## config.mk

```make
export PLATFORM = sky130hd
export DESIGN_NAME = operand_feeder
export DESIGN_NICKNAME = d
export VERILOG_FILES = /design/src/rtl/operand_feeder_pkg.sv /design/src/rtl/operand_feeder_fifo.sv /design/src/rtl/operand_feeder.sv
export SDC_FILE = /design/constraint.sdc
export NUM_CORES = 1
export LEC_CHECK = 0
export CORE_UTILIZATION = 35
export CTS_BUF_LIST = sky130_fd_sc_hd__clkbuf_4 sky130_fd_sc_hd__clkbuf_8 sky130_fd_sc_hd__clkbuf_16
export DETAILED_ROUTE_END_ITERATION = 10
export PLACE_DENSITY = 0.52
export SLEW_MARGIN = 20
export SYNTH_ARGS = -nofsm -noshare
export SYNTH_HDL_FRONTEND = slang
export SYNTH_HIERARCHICAL = 1
export SYNTH_SLANG_ARGS = --single-unit
```

## constraint.sdc

```tcl
create_clock -name clk -period 2.48 [get_ports clk]
set_clock_uncertainty 0.1 [all_clocks]
set_input_delay 0.744 -clock clk [delete_from_list [all_inputs] [get_ports clk]]
set_output_delay 0.744 -clock clk [all_outputs]
set_load 0.005 [all_outputs]
```

## src/rtl/operand_feeder_pkg.sv

```systemverilog
`default_nettype none
// ============================================================================
// Package     : logic_unit_pkg
// Description : Shared types and constants for the bitwise logic unit and
//               its upstream operand feeder.
// Revision    : 1.0 - initial release
// ============================================================================
package logic_unit_pkg;

    // Operand width shared by the feeder and the logic unit
    localparam int c_BITS = 4;

    // One operand pair as buffered by the feeder FIFO
    typedef struct packed {
        logic [c_BITS-1:0] foo;
        logic [c_BITS-1:0] bar;
    } operand_pair_t;

endpackage : logic_unit_pkg
`default_nettype wire

```

## src/rtl/operand_feeder_fifo.sv

```systemverilog
`default_nettype none
// ============================================================================
// Module      : op_fifo
// Description : Synchronous FIFO of operand pairs with push/pop/occupancy.
//               Occupancy count disambiguates full from empty, so pointers
//               are plain log2(DEPTH)-bit counters that wrap naturally.
// Revision    : 1.0 - initial release
// ============================================================================
module op_fifo
    import logic_unit_pkg::*;
#(
    parameter int DEPTH = 4
) (
    input  wire logic                   clk,
    input  wire logic                   rst,
    input  wire logic                   i_push,
    input  wire logic                   i_pop,
    input  wire operand_pair_t          i_wr_data,
    output operand_pair_t               o_rd_data,
    output logic [$clog2(DEPTH):0]      o_count
);

    localparam int PW = $clog2(DEPTH);
    localparam int CW = PW + 1;
    localparam logic [CW-1:0] c_FULL = CW'(DEPTH);
    localparam logic [CW-1:0] c_ONE  = CW'(1);

    operand_pair_t   r_mem [DEPTH];
    logic [PW-1:0]   r_wr_ptr;
    logic [PW-1:0]   r_rd_ptr;
    logic [CW-1:0]   r_count;
    logic            w_do_push;
    logic            w_do_pop;

    // Guard against overflow/underflow even if the caller misbehaves
    assign w_do_push = i_push && (r_count != c_FULL);
    assign w_do_pop  = i_pop  && (r_count != '0);

    assign o_rd_data = r_mem[r_rd_ptr];
    assign o_count   = r_count;

    // Storage array; contents need no reset because count gates all reads
    always_ff @(posedge clk) begin
        if (w_do_push) begin
            r_mem[r_wr_ptr] <= i_wr_data;
        end
    end

    // Pointers and occupancy; simultaneous push/pop leaves count unchanged
    always_ff @(posedge clk or posedge rst) begin
        if (rst) begin
            r_wr_ptr <= '0;
            r_rd_ptr <= '0;
            r_count  <= '0;
        end else begin
            if (w_do_push) begin
                r_wr_ptr <= r_wr_ptr + 1'b1;
            end
            if (w_do_pop) begin
                r_rd_ptr <= r_rd_ptr + 1'b1;
            end
            case ({w_do_push, w_do_pop})
                2'b10:   r_count <= r_count + c_ONE;
                2'b01:   r_count <= r_count - c_ONE;
                default: r_count <= r_count;
            endcase
        end
    end

endmodule : op_fifo
`default_nettype wire

```

## src/rtl/operand_feeder.sv

```systemverilog
`default_nettype none
// ============================================================================
// Module      : operand_feeder
// Description : Buffers operand pairs from a valid/ready source and issues at
//               most one pair per cycle as registered foo/bar/en to the
//               bitwise logic unit. res_valid marks the cycle the logic
//               unit's registered results reflect the last issued pair.
//               BITS must equal the package operand width.
// Revision    : 1.0 - initial release
// ============================================================================
module operand_feeder
    import logic_unit_pkg::*;
#(
    parameter int BITS  = c_BITS,
    parameter int DEPTH = 4
) (
    input  wire logic                   clk,
    input  wire logic                   rst,
    input  wire logic                   in_valid,
    output logic                        in_ready,
    input  wire logic [BITS-1:0]        in_foo,
    input  wire logic [BITS-1:0]        in_bar,
    input  wire logic                   hold,
    output logic [BITS-1:0]             foo,
    output logic [BITS-1:0]             bar,
    output logic                        en,
    output logic                        res_valid,
    output logic [$clog2(DEPTH):0]      count
);

    localparam int CW = $clog2(DEPTH) + 1;
    localparam logic [CW-1:0] c_FULL = CW'(DEPTH);

    operand_pair_t   w_wr_data;
    operand_pair_t   w_head;
    logic            w_push;
    logic            w_pop;
    logic [CW-1:0]   w_count;

    // Readiness depends only on registered occupancy, never on in_valid
    assign in_ready  = (w_count != c_FULL);
    assign w_push    = in_valid && in_ready;
    assign w_pop     = !hold && (w_count != '0);
    assign count     = w_count;

    assign w_wr_data.foo = in_foo;
    assign w_wr_data.bar = in_bar;

    op_fifo #(
        .DEPTH     (DEPTH)
    ) u_op_fifo (
        .clk       (clk),
        .rst       (rst),
        .i_push    (w_push),
        .i_pop     (w_pop),
        .i_wr_data (w_wr_data),
        .o_rd_data (w_head),
        .o_count   (w_count)
    );

    // Issue register: present the head pair with en for one cycle per pop
    always_ff @(posedge clk or posedge rst) begin
        if (rst) begin
            foo <= '0;
            bar <= '0;
            en  <= 1'b0;
        end else if (w_pop) begin
            foo <= w_head.foo;
            bar <= w_head.bar;
            en  <= 1'b1;
        end else begin
            en  <= 1'b0;
        end
    end

    // Results are fresh one cycle after each issue, matching the unit's register
    always_ff @(posedge clk or posedge rst) begin
        if (rst) begin
            res_valid <= 1'b0;
        end else begin
            res_valid <= en;
        end
    end

endmodule : operand_feeder
`default_nettype wire

```

==> flow_summary.toml <==
[sta]
max_freq_ghz = 0.4233
maxSlewHeadroom = 0.6230
hold_slack_ns = 0.2955
fin_crit_sh = 0.9525
setup_slack_ns = 0.1178
grt_setup_unrepaired = "false"
min_period_ns = 2.362
setup_viol = 0
slew_violations = 0
timing_hold_violations_final = 0
worstMarginPinSlew_ns = 0.5656

[pwr]
p_seq_frac = 0.444
internal-power_mw = 2.036
p_sw_frac = 0.3247
p_leak_nw = 0.9903
vdd.ir_drop.worst_v = 0.0003940
p_clk_frac = 0.156
switching_power_uw = 978.9
p_per_area_nw_per_um2 = 1129
power_frac_comb = 0.400
power_mw = 3.015

[worst_setup_path]
slowest_stage = "clkdlybuf4s50_1"
crit_cells = 11
crit_type = "input port to flip-flop"
cp_max_fo = 2
path_cells = "clkdlybuf4s50_1, a21boi_1, inv_1, a31oi_4, inv_1, ha_2, inv_1, fa_2, xor2_1, nor2_1, xor2_1"
cp-start-kind = "input port"
path_common_cell = "inv_1"
slowest_delay_ns = 0.45
crit_arrival_ns = 2.45
path_delay_family = "buffers and inverters"
cp-end-kind = "flip-flop"
path_buf_inv = 4
r2r_cells = 10
cp.required_ns = 2.57

[die]
initial_core_util = 0.3612
die_h_um = 79.94
num_rows = 28
die_w_um = 79.94
core_area_um2 = 5886
die-area_um2 = 6390
num_io_pins = 26

[hold_path]
hold_path.class = "flip-flop to flip-flop"
whs_path_depth = 0

[drt]
via_per_inst = 4.854
dr_wl_met3_um = 159
wl_um = 3784
met1_length_um = 1574
drtPass1Iterations = 4
vias = 1194
drt-initial-drc-count = 26
wl_met2_um = 1992
final_antenna_net_count = 0
wire_per_inst_um = 15.38
top_layer = "met4"
drc = 0

[cts]
cts_made_buffers = 5
insertion_delay_ns = 0.30
cts_tree = "built"
clock_path_buffers = 2
clkSlewWorstSetupHoldPaths_ns = 0.09
cts_root_buf = "clkbuf_8"
h-tree-depth = 2
clkSinkCount = 49

[global_route]
grt.overflow.total = 0
track_usage = 0.1388
grt_start_max_net_pins = 17
first_global_vias = 1236
antenna_found_initial = 0
grt_pass1_wl_um = 6423

[synthesis]
yosysUniqueCellTypes = 24
ys_ff_latch = 49
netlist_area_um2 = 2126
synth_cells = 131
synth_nets = 149
avgSynthCellArea_um2 = 16.23
yosysWarningCount = 6
ys_seq_area_frac = 0.6521

[cells_and_area]
final_layout_size_suffix_gt1_frac = 0.2047
final_util = 0.4537
final_cell_mix = "edfxtp_1 (32), clkdlybuf4s50_1 (24), dfrtp_1 (17)"
syn2layout_area_growth_pct = 25.60
final_common_cell = "edfxtp_1"
num_antenna_cells = 0
finalNetCount = 188

[run]
drv_cap = 0

[placement]
finalWeightedCongestion = 0.6874
pre_cts_ws_ns = -0.2901
portBuffers = 25
dpl.hpwl_um = 2706

[outcome]
status = "finished clean"
==> worst paths after layout <==
check / start / to / slack [ns]
worst max-delay path: in_valid / u_op_fifo/o_count[2] / 0.12
worst min-delay path: en / res_valid / 0.30
worst max register to register: u_op_fifo/o_count[1] / u_op_fifo/o_count[2] / 0.32
worst min register to register: en / res_valid / 0.30
max in group asynchronous: rst / bar[1] / 1.39
min in group asynchronous: rst / u_op_fifo/o_count[2] / 0.61
==> metal layers <==
layer / up-vias / GRT usage
li1: 557 / -
met3: 8 / 0.03886
met5: - / 0
met1: 601 / 0.1662
met4: 0 / 0.05357
met2: 28 / 0.2359
==> cell families after synthesis <==
group / count (synthesis) / share of synthesized area
compound gates: 11 / 0.04591
flops: 49 / 0.6521
xor+xnor: 6 / 0.02472
buf+inv: 15 / 0.03825
simple gates: 34 / 0.1036
mux: 10 / 0.09652
fa+ha+maj: 6 / 0.03885
==> final cells by class <==
type                       instances  area (um2)
sequential                        49        1386
fill                             537        3216
inverter                           9       33.78
clock buffer                       5       68.82
timing repair buffer              38       400.4
clock inverter                     3       21.27
multi-input combinational         67       665.6
tap                               75       93.84
==> cell usage after synthesis (all sizes together) <==
cell type | n | area (um2)
edfxtp | 32 | 960.9
dfrtp | 17 | 425.4
nand2 | 10 | 37.54
inv | 9 | 33.78
mux4 | 8 | 180.2
nand2b | 8 | 50.05
o211ai | 8 | 60.06
or4b | 8 | 80.08
ha | 5 | 62.56
and2 | 4 | 25.02
buf | 4 | 38.78
nor2 | 3 | 11.26
xnor2 | 3 | 26.28
xor2 | 3 | 26.28
clkbuf | 2 | 8.750
a21boi | 1 | 7.510
a31oi | 1 | 21.27
fa | 1 | 20.02
mux2 | 1 | 15.01
mux2i | 1 | 10.01
nor3 | 1 | 16.27
o31a | 1 | 8.760
==> worst reg2reg max path, delay by kind of cell (launching register included) <==
family          cells  cell delay [ns]
xor+xnor            2             0.31
fa+ha+maj           2             0.51
buf+inv             4             0.47
simple gates        1             0.14
flops               1             0.43
compound gates      1             0.11
==> stage by stage <==
step                TNS, ns  instance area (um2)  std cells
detailed placement  -0.5533                 2555        236
floorplan                 0                 2126        131
CTS                       0                 2645        244
global placement    -0.5785                 2555        236
global route              0                 2670        246
finish                    0                 2670        246
==> flip-flops by register name, indices dropped and copies added (netlist names) <==
register and cells:
bar 4, foo 4, u_op_fifo/o_count 3, u_op_fifo/r_mem 32, res_valid 1, u_op_fifo/r_wr_ptr 2, u_op_fifo/r_rd_ptr 2, en 1
==> power groups by stage <==
stage | combinational (mW) | sequential (mW) | clock, mW
final | 1.21 | 1.34 | 0.470
after floorplan | 0.760 | 1.26 | 0
after global placement | 1.16 | 1.35 | 0
after CTS | 1.20 | 1.34 | 0.493
after detailed placement | 1.20 | 1.36 | 0
after global routing | 1.34 | 1.38 | 0.521
==> what timing repair did <==
action,4_1_cts,5_1_grt
hold buffers,0,0
setup endpoints to repair,0,1
setup buffers,0,2
resized for setup,0,5
Note: power is estimated with default switching activity, not from simulation.
